==> src/rtl/alu_arbiter.sv <==
`default_nettype none
// ============================================================================
//  Module   : alu_arbiter
//  Purpose  : Shares one combinational 32-bit ALU between two requesters.
//             Round-robin arbitration picks a requester and registers its
//             operands, which then drive the ALU. The ALU result (or an
//             illegal-select error) is captured and returned on a
//             valid/ready response channel tagged with the requester ID.
//             One operation is in flight at a time (IDLE -> EXEC -> RESP).
//  Revision : 1.0  initial release
// ----------------------------------------------------------------------------
//  Ports
//    clk, reset                 clock (rising edge), async active-high reset
//    reqN_valid / reqN_ready    request handshake for requester N (0/1)
//    reqN_op1, reqN_op2         operands
//    reqN_shamt                 shift amount
//    reqN_select                ALU op: 000 add, 001 sub, 010 and, 011 or,
//                               100 shl, 101 shr, 110/111 illegal
//    resp_valid / resp_ready    response handshake
//    resp_id                    requester that issued the response
//    resp_result, resp_err      ALU result / illegal-select flag
//    alu_operand1/2, alu_shamt, alu_select   to the external ALU
//    alu_result                 from the external ALU
// ============================================================================
module alu_arbiter #(
    parameter int DATA_W = 32
) (
    input  logic              clk,
    input  logic              reset,
    input  logic              req0_valid,
    output logic              req0_ready,
    input  logic [DATA_W-1:0] req0_op1,
    input  logic [DATA_W-1:0] req0_op2,
    input  logic [4:0]        req0_shamt,
    input  logic [2:0]        req0_select,
    input  logic              req1_valid,
    output logic              req1_ready,
    input  logic [DATA_W-1:0] req1_op1,
    input  logic [DATA_W-1:0] req1_op2,
    input  logic [4:0]        req1_shamt,
    input  logic [2:0]        req1_select,
    output logic              resp_valid,
    input  logic              resp_ready,
    output logic              resp_id,
    output logic [DATA_W-1:0] resp_result,
    output logic              resp_err,
    output logic [DATA_W-1:0] alu_operand1,
    output logic [DATA_W-1:0] alu_operand2,
    output logic [4:0]        alu_shamt,
    output logic [2:0]        alu_select,
    input  logic [DATA_W-1:0] alu_result
);

    typedef enum logic [1:0] {
        IDLE = 2'd0,
        EXEC = 2'd1,
        RESP = 2'd2
    } state_t;

    state_t            state;
    state_t            state_next;
    logic              ptr;          // requester that wins a tie
    logic              any_valid;
    logic              grant_id;
    logic              handshake;
    logic [DATA_W-1:0] op1_reg;
    logic [DATA_W-1:0] op2_reg;
    logic [4:0]        shamt_reg;
    logic [2:0]        select_reg;
    logic              id_reg;

    // Grant and next-state logic
    always_comb begin
        any_valid  = req0_valid | req1_valid;
        grant_id   = 1'b0;
        if (req0_valid && req1_valid) begin
            grant_id = ptr;
        end else if (req1_valid) begin
            grant_id = 1'b1;
        end
        // Readies are forced low while reset is held, even though state
        // already reads IDLE at that point.
        handshake  = (state == IDLE) && any_valid && !reset;
        req0_ready = handshake && !grant_id;
        req1_ready = handshake && grant_id;

        state_next = state;
        case (state)
            IDLE:    if (any_valid)  state_next = EXEC;
            EXEC:                    state_next = RESP;
            RESP:    if (resp_ready) state_next = IDLE;
            default:                 state_next = IDLE;
        endcase
    end

    always_ff @(posedge clk or posedge reset) begin
        if (reset) begin
            state <= IDLE;
        end else begin
            state <= state_next;
        end
    end

    // Operand capture on request handshake, result capture in EXEC
    always_ff @(posedge clk or posedge reset) begin
        if (reset) begin
            ptr         <= 1'b0;
            op1_reg     <= '0;
            op2_reg     <= '0;
            shamt_reg   <= '0;
            select_reg  <= '0;
            id_reg      <= 1'b0;
            resp_id     <= 1'b0;
            resp_result <= '0;
            resp_err    <= 1'b0;
        end else begin
            if (handshake) begin
                // Last winner becomes lowest priority
                ptr        <= ~grant_id;
                id_reg     <= grant_id;
                op1_reg    <= grant_id ? req1_op1    : req0_op1;
                op2_reg    <= grant_id ? req1_op2    : req0_op2;
                shamt_reg  <= grant_id ? req1_shamt  : req0_shamt;
                select_reg <= grant_id ? req1_select : req0_select;
            end
            if (state == EXEC) begin
                resp_id <= id_reg;
                // Selects 110/111 leave the ALU output undriven; never sample it
                if (select_reg[2:1] == 2'b11) begin
                    resp_err    <= 1'b1;
                    resp_result <= '0;
                end else begin
                    resp_err    <= 1'b0;
                    resp_result <= alu_result;
                end
            end
        end
    end

    assign resp_valid   = (state == RESP);
    assign alu_operand1 = op1_reg;
    assign alu_operand2 = op2_reg;
    assign alu_shamt    = shamt_reg;
    assign alu_select   = select_reg;

endmodule
`default_nettype wire

==> config.mk <==
export PLATFORM = sky130hd
export DESIGN_NAME = alu_arbiter
export DESIGN_NICKNAME = d
export VERILOG_FILES = /design/src/rtl/alu_arbiter.sv
export SDC_FILE = /design/constraint.sdc
export NUM_CORES = 1
export LEC_CHECK = 0
export ABC_AREA = 1
export CORE_MARGIN = 1
export CORE_UTILIZATION = 35
export CTS_CLUSTER_DIAMETER = 60
export CTS_CLUSTER_SIZE = 24
export DETAILED_ROUTE_END_ITERATION = 8
export PLACE_DENSITY = 0.84
export SLEW_MARGIN = 20
export SYNTH_ARGS = -nofsm -noshare
export SYNTH_HDL_FRONTEND = slang
export SYNTH_SLANG_ARGS = --single-unit
==> constraint.sdc <==
create_clock -name clk -period 3.8 [get_ports clk]
set_input_delay 0.38 -clock clk [delete_from_list [all_inputs] [get_ports clk]]
set_output_delay 0.38 -clock clk [all_outputs]
set_load 0.05 [all_outputs]
* After elaboration in Yosys (flattened, before gate mapping)
Cells that the tools add are included.
** Operators by class
- Reduce and logical (&&, ||, !) cells :: 9
- Magnitude comparators :: 0
- Mux-type cells :: 11
- Div/mod/pow operators :: 0
- Multipliers :: 0
- $add $sub $neg :: 0
- Bitwise operators :: 2
- Eq/ne operators :: 5
- Shift-type cells :: 0
** Operators with widths (count)
- two-way mux 32 bit :: 3
- one-hot mux 2 bit (3 select lines) :: 1
- logical AND 1 bit :: 5
- two-way mux 5 bit :: 1
- == test 2 bit (second input constant) :: 2
- two-way mux 2 bit :: 2
- two-way mux 1 bit :: 3
- two-way mux 3 bit :: 1
- == test 2 x 1 -> 1 bit (second input constant) :: 1
- logical NOT 1 bit :: 2
- logical NOT 2 bit :: 1
- != test 2 x 1 -> 1 bit (second input constant) :: 1
- != test 2 bit (second input constant) :: 1
- AND reduction 2 bit :: 1
- NOT 1 bit :: 1
- bitwise OR 1 bit :: 1
** Word-level totals
- Latch bits :: 0
- Flip-flop bits (word level) :: 110
- Memory bits (writable) :: 0
- Memories :: 0
- ROM bits :: 0
- Output and inout bits :: 109

* Longest topological paths before layout
Gate-level depths: netlist of run 1.
- Depth after elaboration :: 4
- Mapped depth :: 9

* Least setup slack after synthesis of run 1
Ideal clock, no wire load.
- Path kind :: input port to flip-flop
- Start point :: input port reset
- End point :: register op1_reg[0], in the netlist alu_operand1[0]
- Path slack :: 0.281 ns
- Setup time :: 0.118 ns
- Required time :: 3.682 ns
- Stages :: 6
- Arrival :: 3.401 ns
- Cells stage by stage :: inv_1 nand2_1 buf_4 buf_2 nand2_1 nand2_1
** On the way
- Cells in the longest elaborated chain, start to end :: 2
** RTL lines
- from (decl) :: line 29 : input logic reset,
- logical NOT 1 bit (no line)
- logical AND 1 bit :: line 83 : handshake = (state == IDLE) && any_valid && !reset;
- to (signal assigned) :: line 121 : op1_reg <= grant_id ? req1_op1 : req0_op1;
- to (decl) :: line 66 : logic [DATA_W-1:0] op1_reg;
No other way between the ends.
A chain may end at the register's enable or synchronous reset.

* Final worst setup path of run 1
- Start point :: input port req0_valid
- End point :: output port req0_ready
** On the way
- Cells in the longest elaborated chain, start to end :: 4
- Elaborated cells on any way between the ends :: 7
- Those cells by class :: 1 x mux; 1 x bitwise; 5 x reduce/logical
** RTL lines
- from (decl) :: line 30 : input logic req0_valid,
- bitwise OR 1 bit / logical AND 1 bit (equally long branches) :: line 74, 76
- logical AND 1 bit / two-way mux 1 bit (equally long branches) :: line 83, 76
- logical AND 1 bit / logical NOT 1 bit (equally long branches) :: line 83, 84
- logical AND 1 bit (*) :: line 84 : req0_ready = handshake && !grant_id;
- to (decl) :: line 31 : output logic req0_ready,
Every way passes the cells marked *; elsewhere a longest branch is shown, timed or not.

==> results of run 1 <==
## layout by cell type, fill, tap and decap left out, types with 4 or more instances in the layout
cell,count
buf_4,6
clkbuf_16,9
clkdlybuf4s50_1,286
dfrtp_1,110
inv_1,5
nand2_1,466
nand3_1,72
nor2_1,4
## area by class of cell
type / instances / area, um2
Fill cell: 1282 / 6040
Timing Repair Buffer: 296 / 2970
Sequential cell: 110 / 2750
Multi-Input combinational cell: 550 / 2190
Tap cell: 184 / 230
Clock buffer: 9 / 225
Clock inverter: 7 / 80.1
Inverter: 9 / 36.3
## kinds of logic (layout without fill, tap and decap cells)
group                  Yosys count  in the layout  share of synthesized area
AND/OR/NAND/NOR                548            548                      0.413
flip-flops                     110            110                      0.526
buffers and inverters           54            321                     0.0567
AO/OA/AOI/OAI                    2              2                    0.00407
## worst max-delay path: stages
cell and delay, ps:
clkdlybuf4s50_1 490, nand2_2 70, nand2_2 480, nand2_1 160, inv_1 140, buf_12 150
## metrics by stage
step | utilization | setup WS (ps) | instances | instance area, um2
floorplan | - | 281 | 714 | 5230
global placement | 0.563 | 1450 | 1149 | 8190
detailed placement | 0.563 | 1410 | 1149 | 8190
CTS | 0.584 | 1530 | 1165 | 8490
global route | 0.584 | 1430 | 1165 | 8490
finish | 0.584 | 1540 | 1165 | 8490
## cells in the mapped netlist (all sizes together)
library cell	count
nand2	469
dfrtp	110
nand3	72
buf	37
inv	9
clkbuf	8
nor2	6
a21oi	1
nor3	1
o21ai	1
## how the worst min path moves through the flow
stage | slack [ps] | to
3_5_place_dp | 460 | alu_operand1[28]$_DFFE_PP0P_
4_1_cts | 420 | state[0]$_DFFE_PP0P_
5_1_grt | 450 | state[0]$_DFFE_PP0P_
2_1_floorplan | 450 | ptr$_DFFE_PP0P_
3_3_place_gp | 460 | resp_id$_DFFE_PP0N_
6_report | 440 | state[0]$_DFFE_PP0P_
## power by group
group	internal, uW	switching (uW)	total [uW]
combinational	1400	2980	4390
sequential	1710	309	2020
clock	520	445	965
## per-layer routing
| metal | track usage | part of all wire | up-vias |
|---|---|---|---|
| met2 | 0.352 | 0.47 | 229 |
| met3 | 0.0464 | 0.065 | 31 |
| li1 | - | - | 2705 |
| met1 | 0.273 | 0.44 | 2409 |
| met5 | 0 | 0 | - |
| met4 | 0.0829 | 0.027 | 0 |
==> impl_metrics.env, run 1 <==
export IMPL_status="finished clean"
export IMPL_tns_ps=0
export IMPL_drt_iter0_drc=298
export IMPL_synth_top_area_share=0.526
export IMPL_numCtsBuffers=9
export IMPL_synthCells=714
export IMPL_crit_start="req0_valid"
export IMPL_die_h_um=124
export IMPL_port_buffer_count=289
export IMPL_setup_worst_path_start_class="input port"
export IMPL_ys_types=16
export IMPL_clk_pin_slew_ps=70
export IMPL_viasPerCell=4.61
export IMPL_slew_violations=0
export IMPL_hold_viol=0
export IMPL_arrival_ps=1880
export IMPL_wl_per_cell_um=13.9
export IMPL_drive_above_1_share=0.0377
export IMPL_drtAntennaViolNets=0
export IMPL_min_path_type="in -> reg"
export IMPL_powerDensity_nw_per_um2=868
export IMPL_ioPinCount=290
export IMPL_syn_cell_area_um2=5230
export IMPL_finalSetupViolCount=0
export IMPL_grt_max_degree=73
export IMPL_nets=1157
export IMPL_clk_latency_ps=350
export IMPL_crit_required_ps=3420
export IMPL_place_gp_congestion=0.772
export IMPL_n_antenna_cell=0
export IMPL_cts_tree="built"
export IMPL_postCtsHoldBufs=0
export IMPL_finClkSkew_ps=6.58
export IMPL_grt_antenna_before_repair=0
export IMPL_vias=5374
export IMPL_dr_pass1_iters=7
export IMPL_postCtsSetupRepairBufs=0
export IMPL_hp_start="req1_valid"
export IMPL_num_rows=44
export IMPL_r2r_end="resp_result[12]$_DFFE_PP0N_"
export IMPL_rrSetupSlack_ps=1860
export IMPL_syn_nets=895
export IMPL_slew_headroom=0.442
export IMPL_wl_mm=16.2
export IMPL_grt_pass1_vias=5257
export IMPL_root_buffer="clkbuf_16"
export IMPL_synth_seq_area_share=0.526
export IMPL_rsz0062_at_grt="false"
export IMPL_fin_crit_ps=2260
export IMPL_reg2reg_from="state[0]$_DFFE_PP0P_"
export IMPL_avgSynthCellArea_um2=7.33
export IMPL_cp_max_fo=33
export IMPL_p_leak_uw=0.00428
export IMPL_ys_top_cells_by_area="dfrtp_1 53%, nand2_1 34%, nand3_1 6.9%"
export IMPL_holdWs_ps=438
export IMPL_fmaxAchievable_ghz=0.442
export IMPL_rr_worst_depth=6
export IMPL_end_kind="output pin"
export IMPL_grt_usage=0.214
export IMPL_drc=0
export IMPL_initial_core_util=0.360
export IMPL_finalCritPeriodShare=0.595
export IMPL_htreeDepth=3
export IMPL_clock_sinks=110
export IMPL_synth_top_area_cell="dfrtp_1"
export IMPL_fp_coreArea_um2=14500
export IMPL_die_area_um2=15400
export IMPL_finalPower_uw=7370
export IMPL_areaGrowthSynthToFinish_pct=62.3
export IMPL_min_path_cells=3
export IMPL_grt_pass1_wl_mm=26.6
export IMPL_gr_total_overflow=0
export IMPL_tightest_slew_ps=835
export IMPL_fp_dieW_um=124
export IMPL_worstSetupPathType="in -> out"
export IMPL_ys_warn_count=0
export IMPL_maxCapViolCount=0
export IMPL_peakVddDrop_v=0.000464
export IMPL_cts_path_max_buffers=2
export IMPL_critPathCapture="req0_ready"
export IMPL_hpwl_mm=11.5
export IMPL_synth_seq_cells=110
export IMPL_ctsResizeCount=0
Power figures use the tool's default switching activity.
==> run 2: changes to the inputs <==
--- a/config.mk
+++ b/config.mk
@@ -11,7 +11,7 @@
 export CTS_CLUSTER_DIAMETER = 60
 export CTS_CLUSTER_SIZE = 24
 export DETAILED_ROUTE_END_ITERATION = 8
-export PLACE_DENSITY = 0.84
+export PLACE_DENSITY = 0.87
 export SLEW_MARGIN = 20
 export SYNTH_ARGS = -nofsm -noshare
 export SYNTH_HDL_FRONTEND = slang
==> constraint.sdc (replaced) <==
create_clock -name clk -period 1.85 [get_ports clk]
set_input_delay 0.185 -clock clk [delete_from_list [all_inputs] [get_ports clk]]
set_output_delay 0.185 -clock clk [all_outputs]
set_load 0.05 [all_outputs]
==> run 2 against run 1 <==
  * First-iteration DRC count rose by 1.7%
  * Non-clock buffer count rose by 7
  * Cell area rose by 1.7%
  * Global-route usage rose by 0.11 points
  * Setup slack got worse by 1400 ps
  * Clock power rose by 110%
  * Sequential share of layout area fell by 0.55 points
  * Via count rose by 2.6%
  * Largest power group unchanged
  * Register-to-register slack got worse by 1400 ps
  * Sequential power rose by 100%
  * Critical path depth fell by 5
  * Routed wire length fell by 0.58%
==> impl_metrics.env, run 2 (synthesized netlist as in run 1, its figures left out) <==
export IMPL_layout_setup_ws_ps=113
export IMPL_postCtsHoldBufs=0
export IMPL_port_buffer_count=289
export IMPL_tightest_slew_ps=607
export IMPL_die_h_um=124
export IMPL_filler_cell_count=1290
export IMPL_clk_latency_ps=340
export IMPL_hold_end="ptr$_DFFE_PP0P_"
export IMPL_worstSetupPathType="reg -> out"
export IMPL_mostFrequentLayoutCells="465 x nand2_1, 283 x clkdlybuf4s50_1, 110 x dfrtp_1"
export IMPL_arrival_ps=1550
export IMPL_end_kind="output pin"
export IMPL_num_rows=44
export IMPL_crit_required_ps=1660
export IMPL_slew_violations=0
export IMPL_finalCritPeriodShare=0.939
export IMPL_clock_sinks=110
export IMPL_grt_pass1_vias=5466
export IMPL_ioPinCount=290
export IMPL_grt_antenna_before_repair=0
export IMPL_grt_max_degree=111
export IMPL_fp_dieW_um=124
export IMPL_wl_mm=16.1
export IMPL_r2r_end="alu_operand1[11]$_DFFE_PP0P_"
export IMPL_htreeDepth=3
export IMPL_min_path_cells=4
export IMPL_wl_met3_mm=1.04
export IMPL_drt_iter0_drc=303
export IMPL_rsz0062_at_grt="false"
export IMPL_grt_usage=0.215
export IMPL_setup_worst_path_start_class="flip-flop"
export IMPL_final_cell_area_um2=8640
export IMPL_drive_above_1_share=0.0486
export IMPL_drc=0
export IMPL_reg2reg_from="state[1]$_DFFE_PP0P_"
export IMPL_final_common_cell="nand2_1"
export IMPL_fin_crit_ps=1740
export IMPL_hp_start="req1_valid"
export IMPL_finalSetupViolCount=0
export IMPL_dr_pass1_iters=4
export IMPL_gr_total_overflow=0
export IMPL_place_gp_congestion=0.770
export IMPL_routed_top_layer="met4"
export IMPL_vias=5516
export IMPL_nets=1164
export IMPL_dr_wl_met2_mm=7.69
export IMPL_fp_coreArea_um2=14500
export IMPL_cp_slowest_stage_delay_ps=820
export IMPL_slew_headroom=0.596
export IMPL_status="finished clean"
export IMPL_die_area_um2=15400
export IMPL_areaGrowthSynthToFinish_pct=65.1
export IMPL_wl_per_cell_um=13.7
export IMPL_p_leak_uw=0.00436
export IMPL_cts_path_max_buffers=2
export IMPL_n_antenna_cell=0
export IMPL_worstPathBufferInverterCount=1
export IMPL_pre_cts_slack_ps=168
export IMPL_powerDensity_nw_per_um2=1780
export IMPL_post_dp_cell_area_um2=8310
export IMPL_crit_path_top_delay_cell="clkdlybuf4s50_1"
export IMPL_root_buffer="clkbuf_16"
export IMPL_peakVddDrop_v=0.000881
export IMPL_min_path_type="in -> reg"
export IMPL_numCtsBuffers=9
export IMPL_clk_pin_slew_ps=70
export IMPL_finClkSkew_ps=7.78
export IMPL_viasPerCell=4.71
export IMPL_maxCapViolCount=0
export IMPL_holdWs_ps=245
export IMPL_wl_met1_mm=6.92
export IMPL_path_delay_family="buffers and inverters"
export IMPL_cp_max_fo=2
export IMPL_drtAntennaViolNets=0
export IMPL_cts_tree="built"
export IMPL_hpwl_mm=11.6
export IMPL_fmaxAchievable_ghz=0.576
export IMPL_crit_chain="clkdlybuf4s50_1"
export IMPL_grt_pass1_wl_mm=27.1
export IMPL_rrSetupSlack_ps=430
export IMPL_initial_core_util=0.360
export IMPL_rr_worst_depth=7
export IMPL_hold_viol=0
-- run 2: cell types whose count changed in the layout (fill, tap and decap cells not counted), sizes merged --
cell and change:
inv -1, clkdlybuf4s50 -3, clkinv +1, buf +10
-- run 2: area by class of cell --
type,count,area (um2),area share
multi-input combinational,550,2200,0.254
clock inverter,7,91.3,0.0106
clock buffer,9,225,0.0261
tap,184,230,0.0267
inverter,9,37.5,0.00435
timing repair buffer,303,3110,0.360
sequential,110,2750,0.319
-- run 2: repair_timing --
item                                    CTS  global route
resized for setup                         0             1
endpoints found under the hold margin     0             0
endpoints found under the setup margin    0             1
buffers inserted                          0             1
-- run 2: power breakdown --
group	switching, uW	internal, uW
Sequential	631	3510
Combinational	6160	3040
Clock	952	1090
-- run 2: stage by stage --
stage	setup TNS (ps)	std cells	util	power, uW
6_report	0	1172	0.594	15400
3_5_place_dp	0	1155	0.572	13400
2_1_floorplan	-47910	714	-	10100
3_3_place_gp	0	1155	0.572	13200
4_1_cts	0	1171	0.594	15500
5_1_grt	0	1172	0.594	16300
-- run 2: worst max-delay path by stage --
stage | from | endpoint | slack (ps) | cells past startpoint
3_5_place_dp | req0_valid | alu_operand1[11]$_DFFE_PP0P_ | 170 | 7
2_1_floorplan | reset | alu_operand1[10]$_DFFE_PP0P_ | -660 | 6
3_3_place_gp | req0_valid | alu_operand1[0]$_DFFE_PP0P_ | 220 | 7
5_1_grt | state[1]$_DFFE_PP0P_ | req1_ready | 20 | 6
4_1_cts | state[1]$_DFFE_PP0P_ | req1_ready | 50 | 6
6_report | alu_operand2[8]$_DFFE_PP0P_ | alu_operand2[8] | 110 | 1
-- run 2: routing by layer --
layer,track usage,up-vias
met1,0.272,2529
li1,-,2728
met5,0,-
met4,0.0787,0
met3,0.0473,29
met2,0.359,230
==> patch: new RTL, config.mk and constraints of run 2 <==
Set the parameter `DATA_W` to 16 (it was 32).
--- a/src/rtl/alu_arbiter.sv
+++ b/src/rtl/alu_arbiter.sv
@@ -23,7 +23,7 @@
 //    alu_result                 from the external ALU
 // ============================================================================
 module alu_arbiter #(
-    parameter int DATA_W = 32
+    parameter int DATA_W = 16
 ) (
     input  logic              clk,
     input  logic              reset,
Interface: changed (8 resized); port bits go from 290 to 162. The function was not compared with the original's and may differ.
==> patch against run 2 <==
Synthesized cell count shrank 44%. Critical path type unchanged. Die area down 42%. Clock skew down 0.0016 ns. Sequential cell count fell by 48. Setup slack worse by 0.047 ns. Total power shrank 42%. Utilization is 0.29 points higher. Critical path depth unchanged. Area after synthesis down 43%. Clock power down 29%. Highest routed layer unchanged. Wire length down 47%. Design area shrank 43%.
==> patch: results (changes against run 2) <==
status finished clean; met3 WL 501 um (-52%); WP data arrival 1.60 ns (+0.05 ns); Net Sw Frac 48.31% (-2.0 points); NumNets Final 666 (-43%); Final non-clock buffer share 34.60% (-1.3 points); Pleak 2.505 nW (-43%); Finished Core Util 59.73% (+0.29 points); Worst VDD drop 0.7585 mV (-14%); Post-DP Area 4686 sq um (-44%); mean area per synthesized cell 7.423 sq um (+1.3%); gpl congestion 0.7271 (-5.6%); root buf cell clkbuf_8; multi-input gates 310 (-44%); WL met1 3.488 mm (-50%); Global Route met2 Usage 35.81% (-0.070 points); register share of the cell area 31.46% (-0.41 points); synth top area cells dfrtp_1 52%, nand2_1 32%, nand3_1 6.7%; Clock Buffer Count 10 (+1); grt met3 use 5.153% (+0.43 points); wire length on met2 4.310 mm (-44%); Post-synth top cells 259 x nand2_1, 62 x dfrtp_1, 40 x nand3_1; fillers 741 (-43%); Yosys cell types 17 (+1); number of global-route vias before repair 2952 (-46%); Non-Clock Inverter Count 8 (-1); Syn Nets 504 (-44%); clock-cell share of area 4.997% (+1.3 points); first-pass GRT wire length 13.23 mm (-51%); Comb. pwr 5.04 mW (-45%); Compound-Gate Fraction of Synth Area 0.7110% (+0.30 points); dpl ws 0.1620 ns (-0.006059 ns); via count 3067 (-44%); worst slew pin tran 0.5297 ns (-0.07688 ns); pin count of the biggest net entering global routing 33 (-70%); post-synthesis sequential element count 62 (-44%); Crit Path Max Fanout 3 (+1); hpwl dp 6.559 mm (-44%); P_int 4.571 mW (-40%); # Post-CTS Setup Buffers 0 (unchanged); port bufs 161 (-44%); gr usage total 19.51% (-2.0 points); clock share of power 16.4% (+3.2 points); Hold Path Class input pin to async pin; GR Util met1 20.62% (-6.6 points); CP peak stage delay 0.84 ns (+0.02 ns); Non-clk bufs 174 (-43%); sequential element share of the synthesized area 51.86% (-0.76 points); post-route cell area 4932 sq um (-43%)
patch: cell types whose count changed in the layout (fill, tap and decap cells not counted), sizes merged:
cell           change
bufinv             +2
dfrtp             -48
buf                -2
nand3             -32
clkinv             +1
clkdlybuf4s50    -127
clkbuf             +1
inv                -4
clkinvlp           -1
nand4              +1
nand2            -209
patch: path summary, 6_finish.rpt:
path                                            from                           end  slack [ns]  cells past startpoint
min reg2reg                      resp_id$_DFFE_PP0N_           resp_id$_DFFE_PP0N_        0.48                      2
max                        alu_select[2]$_DFFE_PP0P_                 alu_select[2]        0.07                      1
max reg2reg                     state[1]$_DFFE_PP0P_   resp_result[12]$_DFFE_PP0N_        0.47                      5
max in group asynchronous                      reset     alu_select[1]$_DFFE_PP0P_        1.03                      3
min                                            reset  alu_operand1[10]$_DFFE_PP0P_        0.19                      2
min in group clk                          req1_valid            id_reg$_DFFE_PP0P_        0.31                      3
